<file path="src/rtl/tlb_pkg.sv">
// Shared types and field layout for the TLB operation sequencer and the
// entry matcher used by both the TLBP scan and the translation path.
package tlb_pkg;

    localparam int TLB_ENTRIES = 16;
    localparam int IDX_W       = 4;
    localparam int ENTRY_W     = 86;
    localparam int VPN2_W      = 19;
    localparam int ASID_W      = 8;

    // Packed entry: {VPN2, G, ASID, Lo0, Lo1}
    localparam int VPN2_MSB = 85;
    localparam int VPN2_LSB = 67;
    localparam int G_BIT    = 66;
    localparam int ASID_MSB = 65;
    localparam int ASID_LSB = 58;
    localparam int LO0_MSB  = 57;
    localparam int LO0_LSB  = 29;
    localparam int LO1_MSB  = 28;
    localparam int LO1_LSB  = 0;

    typedef enum logic [1:0] {
        OP_TLBP  = 2'b00,
        OP_TLBR  = 2'b01,
        OP_TLBWI = 2'b10,
        OP_TLBWR = 2'b11
    } tlb_op_e;

    typedef enum logic [2:0] {
        ST_IDLE  = 3'd0,
        ST_WRITE = 3'd1,
        ST_READ  = 3'd2,
        ST_RESP  = 3'd3,
        ST_SCAN  = 3'd4,
        ST_DONE  = 3'd5
    } tlb_state_e;

    function automatic logic [VPN2_W-1:0] entry_vpn2(input logic [ENTRY_W-1:0] e);
        return e[VPN2_MSB:VPN2_LSB];
    endfunction

    function automatic logic [ASID_W-1:0] entry_asid(input logic [ENTRY_W-1:0] e);
        return e[ASID_MSB:ASID_LSB];
    endfunction

    function automatic logic entry_g(input logic [ENTRY_W-1:0] e);
        return e[G_BIT];
    endfunction

endpackage

</file>
<file path="src/rtl/tlb_op_ctrl_entry_match.sv">
// Combinational VPN2/ASID compare of one TLB entry; a global entry ignores ASID.
module tlb_entry_match
    import tlb_pkg::*;
(
    input  logic [ENTRY_W-1:0] entry,
    input  logic [VPN2_W-1:0]  vpn2,
    input  logic [ASID_W-1:0]  asid,
    output logic               hit
);

    assign hit = (entry_vpn2(entry) == vpn2) &&
                 (entry_g(entry) || (entry_asid(entry) == asid));

endmodule

</file>
<file path="src/rtl/tlb_op_ctrl.sv">
// Sequencer for TLBP/TLBR/TLBWI/TLBWR against a 16-entry single-port TLB
// array with registered read; stalls the issuing instruction until done.
module tlb_op_ctrl
    import tlb_pkg::*;
(
    input  logic               clk,
    input  logic               rst,
    input  logic               op_valid,
    input  logic [1:0]         op_code,
    output logic               op_ready,
    output logic               op_done,
    input  logic               flush,
    input  logic [IDX_W-1:0]   cp0_index,
    input  logic [IDX_W-1:0]   cp0_random,
    input  logic [VPN2_W-1:0]  cp0_vpn2,
    input  logic [ASID_W-1:0]  cp0_asid,
    input  logic [ENTRY_W-1:0] cp0_conf,
    output logic [IDX_W-1:0]   tlb_raddr,
    input  logic [ENTRY_W-1:0] tlb_rdata,
    output logic               tlb_we,
    output logic [IDX_W-1:0]   tlb_waddr,
    output logic [ENTRY_W-1:0] tlb_wdata,
    output logic               probe_valid,
    output logic               probe_miss,
    output logic [IDX_W-1:0]   probe_index,
    output logic               conf_wen,
    output logic [ENTRY_W-1:0] conf_out,
    output tlb_state_e         dbg_state
);

    // Handshake: a request is taken on a cycle with op_valid && op_ready && !flush;
    // op_valid is held by the requester until then, and op_ready is high only in IDLE.

    tlb_state_e        state_q, state_d;
    tlb_op_e           op_q;
    logic [IDX_W-1:0]  raddr_q, waddr_q, cmp_idx_q, probe_index_q;
    logic [ENTRY_W-1:0] wdata_q, conf_q;
    logic [VPN2_W-1:0] vpn2_q;
    logic [ASID_W-1:0] asid_q;
    logic              cmp_valid_q, probe_miss_q;
    logic              accept, hit, scan_hit, scan_miss;

    tlb_entry_match u_match (
        .entry (tlb_rdata),
        .vpn2  (vpn2_q),
        .asid  (asid_q),
        .hit   (hit)
    );

    assign accept    = op_valid && (state_q == ST_IDLE) && !flush;
    // Read data lags the issued address by one cycle, so compares trail issues.
    assign scan_hit  = (state_q == ST_SCAN) && cmp_valid_q && hit;
    assign scan_miss = (state_q == ST_SCAN) && cmp_valid_q && !hit &&
                       (cmp_idx_q == IDX_W'(TLB_ENTRIES - 1));

    always_comb begin
        state_d = state_q;
        case (state_q)
            ST_IDLE: begin
                if (accept) begin
                    case (tlb_op_e'(op_code))
                        OP_TLBP: state_d = ST_SCAN;
                        OP_TLBR: state_d = ST_READ;
                        default: state_d = ST_WRITE;
                    endcase
                end
            end
            ST_WRITE: state_d = ST_IDLE;
            ST_READ:  state_d = flush ? ST_IDLE : ST_RESP;
            ST_RESP:  state_d = flush ? ST_IDLE : ST_DONE;
            ST_SCAN: begin
                if (flush)
                    state_d = ST_IDLE;
                else if (scan_hit || scan_miss)
                    state_d = ST_DONE;
            end
            ST_DONE:  state_d = ST_IDLE;
            default:  state_d = ST_IDLE;
        endcase
    end

    always_ff @(posedge clk) begin
        if (rst) begin
            state_q       <= ST_IDLE;
            op_q          <= OP_TLBP;
            raddr_q       <= '0;
            waddr_q       <= '0;
            wdata_q       <= '0;
            cmp_idx_q     <= '0;
            cmp_valid_q   <= 1'b0;
            vpn2_q        <= '0;
            asid_q        <= '0;
            conf_q        <= '0;
            probe_miss_q  <= 1'b0;
            probe_index_q <= '0;
        end else begin
            state_q <= state_d;

            if (accept) begin
                op_q          <= tlb_op_e'(op_code);
                vpn2_q        <= cp0_vpn2;
                asid_q        <= cp0_asid;
                cmp_valid_q   <= 1'b0;
                probe_miss_q  <= 1'b0;
                probe_index_q <= '0;
                raddr_q       <= (tlb_op_e'(op_code) == OP_TLBR) ? cp0_index : '0;
                if (op_code[1]) begin
                    waddr_q <= (tlb_op_e'(op_code) == OP_TLBWR) ? cp0_random : cp0_index;
                    wdata_q <= cp0_conf;
                end
            end

            if (state_q == ST_SCAN) begin
                if (raddr_q != IDX_W'(TLB_ENTRIES - 1))
                    raddr_q <= raddr_q + 1'b1;
                cmp_valid_q <= 1'b1;
                cmp_idx_q   <= raddr_q;
                if (scan_hit) begin
                    probe_miss_q  <= 1'b0;
                    probe_index_q <= cmp_idx_q;
                end else if (scan_miss) begin
                    probe_miss_q  <= 1'b1;
                    probe_index_q <= '0;
                end
            end

            if (state_q == ST_RESP)
                conf_q <= tlb_rdata;
        end
    end

    assign op_ready    = (state_q == ST_IDLE);
    assign op_done     = (state_q == ST_WRITE) || (state_q == ST_DONE);
    assign tlb_we      = (state_q == ST_WRITE);
    assign tlb_raddr   = raddr_q;
    assign tlb_waddr   = waddr_q;
    assign tlb_wdata   = wdata_q;
    assign probe_valid = (state_q == ST_DONE) && (op_q == OP_TLBP);
    assign probe_miss  = probe_miss_q;
    assign probe_index = probe_index_q;
    assign conf_wen    = (state_q == ST_DONE) && (op_q == OP_TLBR);
    assign conf_out    = conf_q;
    assign dbg_state   = state_q;

endmodule
</file>
<file path="config.mk">
export PLATFORM = sky130hd
export DESIGN_NAME = tlb_op_ctrl
export DESIGN_NICKNAME = d
export VERILOG_FILES = /design/src/rtl/tlb_pkg.sv /design/src/rtl/tlb_op_ctrl_entry_match.sv /design/src/rtl/tlb_op_ctrl.sv
export SDC_FILE = /design/constraint.sdc
export NUM_CORES = 1
export LEC_CHECK = 0
export ABC_AREA = 1
export BUFFER_PORTS_ARGS = -buffer_cell sky130_fd_sc_hd__buf_2
export CORE_AREA = 2 2 156 158
export DETAILED_ROUTE_END_ITERATION = 6
export DIE_AREA = 0 0 158 160
export GPL_TIMING_DRIVEN = 0
export PLACE_DENSITY_LB_ADDON = 0.12
export SLEW_MARGIN = 10
export SYNTH_ARGS = -nofsm -noshare
export SYNTH_HDL_FRONTEND = slang
export SYNTH_HIERARCHICAL = 1
export SYNTH_SLANG_ARGS = --single-unit
</file>
<file path="constraint.sdc">
create_clock -name clk -period 1.6 [get_ports clk]
set_input_delay 0.08 -clock clk [delete_from_list [all_inputs] [get_ports clk]]
set_output_delay 0.08 -clock clk [all_outputs]
set_load 0.05 [all_outputs]
</file>
### After elaboration in Yosys (flattened, before gate mapping)

Cells that the tools add are included.

| storage, ports and cells | value |
|---|---|
| ROM bits | 0 |
| word-level logic and storage cells | 69 |
| input port bits | 213 |
| flip-flop bits (word level) | 222 |
| bits in writable memories | 0 |
| latch bits | 0 |
| memories kept | 0 |
| output and inout bits | 193 |

| cells by class | value |
|---|---|
| magnitude comparators | 0 |
| shift operators | 0 |
| equal/unequal tests | 14 |
| reductions and logical operators | 20 |
| divide/modulo/power cells | 0 |
| $mul | 0 |
| add/sub/neg operators | 1 |
| bitwise gates (word level) | 0 |
| mux-type cells | 22 |

Operators with widths:

| operator | count |
|---|---|
| two-way mux 4 bit | 9 |
| equality test 19 bit | 1 |
| two-way mux 3 bit | 4 |
| one-hot mux 3 bit (4 select lines) | 1 |
| logical AND 1 bit | 9 |
| equality test 8 bit | 1 |
| equality test 3 x 2 -> 1 bit, second input constant | 2 |
| equality test 3 bit, second input constant | 2 |
| two-way mux 1 bit | 6 |
| one-hot mux 3 bit (2 select lines) | 1 |
| adder 4 x 1 -> 4 bit, second input constant | 1 |
| equality test 2 x 1 -> 1 bit, second input constant | 2 |
| equality test 4 bit, second input constant | 1 |
| zero test 2 bit | 2 |
| inequality test 4 bit, second input constant | 1 |
| AND reduction 2 bit | 2 |
| equality test 3 x 1 -> 1 bit, second input constant | 1 |
| zero test 3 bit | 1 |
| logical OR 1 bit | 3 |
| inequality test 3 bit, second input constant | 1 |
| equality test 2 bit, second input constant | 1 |
| zero test 1 bit | 2 |
| two-way mux 2 bit | 1 |
| inequality test 2 x 1 -> 1 bit, second input constant | 1 |
| nonzero test 2 bit | 1 |

### Logic depth before layout (Yosys ltp)

| depth | value |
|---|---|
| depth after elaboration | 10 |
| depth in mapped cells | 14 |
| mapped depth without buffers | 14 |

### Cells and area by module

Netlist, hierarchy kept.

Modules (own cells, without submodules):

| module | area an instance (um2) | instances | seq. area each (um2) | cells each |
|---|---|---|---|---|
| tlb_op_ctrl | 7975.1 | 1 | 4444.3 | 1048 |
| tlb_entry_match | 524.3 | 1 | 0.0 | 131 |

### Least setup slack after synthesis

Ideal clock, no wire load.

| timing path | value |
|---|---|
| path kind | flip-flop to output port |
| start point | reg state_q[0], in the netlist dbg_state[0] |
| end point | out conf_wen |
| buffers on the path | 0 |
| arrival | 2.908 ns |
| slack | -1.388 ns |
| cell stages (with the launch flop) | 5 |
| required time | 1.520 ns |
| cells stage by stage | dfxtp_1 -> inv_1 -> nor2_1 -> nand2_1 -> nor3b_1 |

| on the way | value |
|---|---|
| longest elaborated chain between the ends | 2 |

Ends and longest elaborated chain:

| what | RTL line | RTL |
|---|---|---|
| start, declared | tlb_op_ctrl.sv:34 | `tlb_state_e state_q, state_d;` |
| start signal, assigned | tlb_op_ctrl.sv:97 | `state_q <= state_d;` |
| equality test 3 bit | tlb_op_ctrl.sv:141 | `assign conf_wen = (state_q == ST_DONE) && (op_q == OP_TLBR);` |
| logical AND 1 bit | tlb_op_ctrl.sv:141 |  |
| end, declared | tlb_op_ctrl.sv:26 | `output logic conf_wen,` |

No other way between the ends.

### Worst setup path after layout

| timing path | value |
|---|---|
| start point | reg vpn2_q[12] |
| end point | reg probe_index_q[1], in the netlist probe_index[1] |

| on the way | value |
|---|---|
| longest elaborated chain between the ends | 8 |
| elaborated cells between the ends (all ways) | 9 |
| classes of those cells | eq/ne: 1; mux: 3; reduce/logical: 5 |

Ends and longest elaborated chain:

| what | RTL line | RTL |
|---|---|---|
| start, declared | tlb_op_ctrl.sv:38 | `logic [VPN2_W-1:0] vpn2_q;` |
| start signal, assigned | tlb_op_ctrl.sv:101 | `vpn2_q <= cp0_vpn2;` |
| equality test 19 bit (*) | tlb_op_ctrl_entry_match.sv:11 | `assign hit = (entry_vpn2(entry) == vpn2) &&` |
| logical AND 1 bit (*) | tlb_op_ctrl_entry_match.sv:11 |  |
| via hit | tlb_op_ctrl.sv:41 | `logic accept, hit, scan_hit, scan_miss;` |
| zero test 1 bit | tlb_op_ctrl.sv:53 | `assign scan_miss = (state_q == ST_SCAN) && cmp_valid_q && !hit &&` |
| logical AND 1 bit (2 in series) | tlb_op_ctrl.sv:53 |  |
| two-way mux 4 bit | tlb_op_ctrl.sv:121 | `end else if (scan_miss) begin` |
| two-way mux 4 bit (*) | tlb_op_ctrl.sv:118 | `if (scan_hit) begin` |
| two-way mux 4 bit (*) | tlb_op_ctrl.sv:113 | `if (state_q == ST_SCAN) begin` |
| end signal, assigned | tlb_op_ctrl.sv:120 | `probe_index_q <= cmp_idx_q;` |
| end, declared | tlb_op_ctrl.sv:36 | `logic [IDX_W-1:0] raddr_q, waddr_q, cmp_idx_q, probe_index_q;` |

Mark *: on every way through the listed nets, which the timed path passes. The rest lies on a longest branch.
A chain may end at the register's enable or synchronous reset.

==> flow_metrics.tcl <==
set metrics [dict create \
    maximum_buffer_depth_of_the_clock_tree 3 \
    tritoncts "done" \
    timing.slew.headroom_pct 40.5 \
    layout_net_count 2042 \
    grt_setup_unrepaired "yes" \
    avgViaCountPerCell 4.56 \
    placedInstanceArea_um2 11000 \
    syn_avg_cell_area_um2 7.21 \
    worstHoldPathType "in2reg" \
    utilization_pct 59.3 \
    yosysTopAreaCell "sky130_fd_sc_hd__dfxtp_1" \
    cell_rows 57 \
    worstPathRequired_ns 2.04 \
    postRouteAntennaNets 0 \
    place_ws_ns -0.266 \
    vias_in_the_first_global_route 9727 \
    synthDominantCellAreaShare_pct 52.3 \
    grt_start_max_net_pins 13 \
    final_area_um2 14100 \
    grt.overflow.total 0 \
    first_pass_grt_wire_length_um 49900 \
    finalHoldViolations 1 \
    final-setup-viol-count 1 \
    drt-pass1-iter-count 5 \
    power-per-cell-area_nw_per_um2 980 \
    gp_routability_congestion 0.841 \
    status "finished with violations" \
    regToRegSetupSlack_ns -0.001 \
    ctsRootBufferMaster "sky130_fd_sc_hd__clkbuf_16" \
    register_area_um2 4460 \
    ys.warnings.count 6 \
    cts_clk_pin_slew_worst_paths_ns 0.06 \
    clkLatencyLatePin_ns 0.53 \
    path_cells "inv_2, nand2_1, nand2_1, nor2_2, nand2_1, nor2_2, nand3_2, nor2_4, inv_2, nand3_2, nor2_2, nand2_2, nand3_1, a21oi_1" \
    holdBufCountCts 210 \
    static-leakage-power_nw 7.20 \
    routed_wire_length_per_instance_um 14.8 \
    end_kind "register" \
    ctsHtreeMaxLevel 1 \
    critPathSlowestCell "sky130_fd_sc_hd__dfxtp_2" \
    final.fill_count 2235 \
    fin_skew_ns 0.0218 \
    total_of_flip_flops_plus_latches_after_synthesis 222 \
    io_buffer_count 404 \
    setup_slack_ns -0.00103 \
    cp_slowest_stage_delay_ns 0.35 \
    violated_checks "negative hold slack, negative setup slack" \
    startpoint_type "register" \
    report.power.total_mw 13.8 \
    hpwl_um 22600 \
    total_number_of_clock_tree_sinks 222 \
    finalWorstPathRequiredPeriod_ns 1.60 \
    synth_area_leaders "sky130_fd_sc_hd__dfxtp_1 (52%), sky130_fd_sc_hd__nor2_1 (20%), sky130_fd_sc_hd__o21ai_0 (12%)" \
    core_area_um2 23800 \
    floorplan.io_pins 406 \
    die_width_um 158 \
    postSynthCellCount 1179 \
    hold_slack_ns -0.181 \
    syn2layout_area_growth_pct 66.1 \
    via_count 9894 \
    timing.final.max_slew_violations 0 \
    drt_first_iter_violations 573 \
    timing.setup.critical_path_class "reg2reg" \
    syn_nets 1393 \
    area_of_the_multi_input_gates_um2 3610 \
    synth.distinct_cells 24 \
    post-route-drc-count 0 \
    path_max_fanout 5 \
    max_freq_mhz 625 \
    routed_wl_um 32000 \
    grt_antenna_before_repair 2 \
    critical_path_arrival_ns 2.04 \
    initial_utilization_pct 35.7 \
    die_area_um2 25300 \
    fraction_of_layout_cells_with_a_size_suffix_above_1_pct 28.6 \
    ir_drop_mv 0.671 \
    layout_worst_path_cycle_share_pct 100 \
    maxCapViolCount 0 \
    die_h_um 160 \
    mappedNetlistArea_um2 8500 \
    cts-buffers-inserted 26 \
    grt_use_total_pct 24.5 \
    worst_pin_slew_ns 0.893 \
    synth_seq_area_share_pct 52.3 \
]
[placed cells by master, fill, tap and decap left out, types with 2 or more instances in the layout]
cell                              n
sky130_fd_sc_hd__a211oi_1         3
sky130_fd_sc_hd__a21oi_1         12
sky130_fd_sc_hd__a21oi_2          2
sky130_fd_sc_hd__buf_2          413
sky130_fd_sc_hd__buf_4           19
sky130_fd_sc_hd__buf_6            9
sky130_fd_sc_hd__clkbuf_1        37
sky130_fd_sc_hd__clkbuf_16       27
sky130_fd_sc_hd__clkbuf_2         3
sky130_fd_sc_hd__clkbuf_4         6
sky130_fd_sc_hd__clkbuf_8         5
sky130_fd_sc_hd__clkinv_2         3
sky130_fd_sc_hd__dfxtp_1        214
sky130_fd_sc_hd__dfxtp_2          6
sky130_fd_sc_hd__dfxtp_4          2
sky130_fd_sc_hd__dlygate4sd3_1  210
sky130_fd_sc_hd__inv_1           54
sky130_fd_sc_hd__inv_2            6
sky130_fd_sc_hd__inv_4            2
sky130_fd_sc_hd__nand2_1        102
sky130_fd_sc_hd__nand2_2          3
sky130_fd_sc_hd__nand3_1         14
sky130_fd_sc_hd__nand3_2          6
sky130_fd_sc_hd__nor2_1         448
sky130_fd_sc_hd__nor2_2           5
sky130_fd_sc_hd__nor2_4           6
sky130_fd_sc_hd__o21ai_0        195
sky130_fd_sc_hd__o21ai_1         18
sky130_fd_sc_hd__xnor2_1          5
sky130_fd_sc_hd__xor2_1           2
[synth_stat cells]
master and number:
sky130_fd_sc_hd__a211oi_1 3, sky130_fd_sc_hd__a21oi_1 14, sky130_fd_sc_hd__buf_1 1, sky130_fd_sc_hd__buf_2 23, sky130_fd_sc_hd__buf_4 2, sky130_fd_sc_hd__buf_6 1
sky130_fd_sc_hd__clkbuf_1 33, sky130_fd_sc_hd__clkbuf_2 9, sky130_fd_sc_hd__dfxtp_1 222, sky130_fd_sc_hd__ha_1 1, sky130_fd_sc_hd__inv_1 59, sky130_fd_sc_hd__inv_2 3
sky130_fd_sc_hd__nand2_1 105, sky130_fd_sc_hd__nand2_2 1, sky130_fd_sc_hd__nand3_1 19, sky130_fd_sc_hd__nand3_2 1, sky130_fd_sc_hd__nor2_1 455, sky130_fd_sc_hd__nor2_4 4
sky130_fd_sc_hd__nor3_1 2, sky130_fd_sc_hd__nor3b_1 1, sky130_fd_sc_hd__o21ai_0 196, sky130_fd_sc_hd__o21ai_1 17, sky130_fd_sc_hd__xnor2_1 5, sky130_fd_sc_hd__xor2_1 2
[path summary, 6_finish.rpt]
kind	startpoint	end	depth (start not counted)
worst max-delay path	vpn2_q[12]$_SDFFE_PP0P_	probe_index[1]$_SDFF_PP0_	14
worst min-delay path	rst	cmp_idx_q[3]$_SDFFE_PP0N_	2
worst min register to register	cmp_valid_q$_SDFFE_PP0P_	cmp_valid_q$_SDFFE_PP0P_	2
worst max register to register	vpn2_q[12]$_SDFFE_PP0P_	probe_index[1]$_SDFF_PP0_	14
[layer usage]
layer	routed length (um)	global-route usage (%)
met4	970	7.86
met2	15800	43.7
met5	13	0
met1	13200	29.1
met3	2010	5.16
[critical path, delay by kind of cell, from the launching register on]
kind                   cells  cell delay [ns]
AO/OA/AOI/OAI              1             0.11
buffers and inverters      2             0.08
flip-flops                 1             0.35
AND/OR/NAND/NOR           11             0.98
[cell type report]
cell class	count	area share, %
inverters	62	1.68
multi-input cells	826	25.6
clock inverters	4	0.319
plain buffers	68	2.64
diodes	1	0.0177
repair buffers	622	29.8
flip-flops and latches	222	31.6
clock buffers	40	5.49
well taps	324	2.87
[timing repair]
action,4_1_cts,5_1_grt
setup buffers,4,4
resized for setup,17,68
hold endpoints to repair,212,1
pin swaps,6,17
endpoints found under the setup margin,163,149
[flip-flops by register name (all words and copies together), names as in the netlist]
name	cells
conf_out	86
tlb_wdata	86
vpn2_q	19
asid_q	8
cmp_idx_q	4
probe_index	4
tlb_raddr	4
tlb_waddr	4
dbg_state	3
op_q	2
cmp_valid_q	1
probe_miss	1
[cells by family after synthesis]
logic type / Yosys count / share of synthesized area [%]
and+or+nand+nor: 588 / 26.8
DFF: 222 / 52.3
buffers and inverters: 131 / 6.43
xor gates and xnor gates: 7 / 0.721
adders and majority gates: 1 / 0.147
AOI/OAI and AO/OA: 230 / 13.6
[where the power goes]
group	switching (mW)	internal [mW]	leakage [nW]
sequential	0.128	5.75	1.81
clock	2.30	3.45	0.404
combinational	1.31	0.892	4.99
[stage by stage]
stage                     setup TNS [ns]  cells
after floorplan                        0   1179
after global placement            -22.76   1907
after detailed placement          -25.92   1907
after CTS                         -0.115   2164
after global routing              -0.886   2169
final                           -0.00103   2169
(Power assumes the default switching activity.)
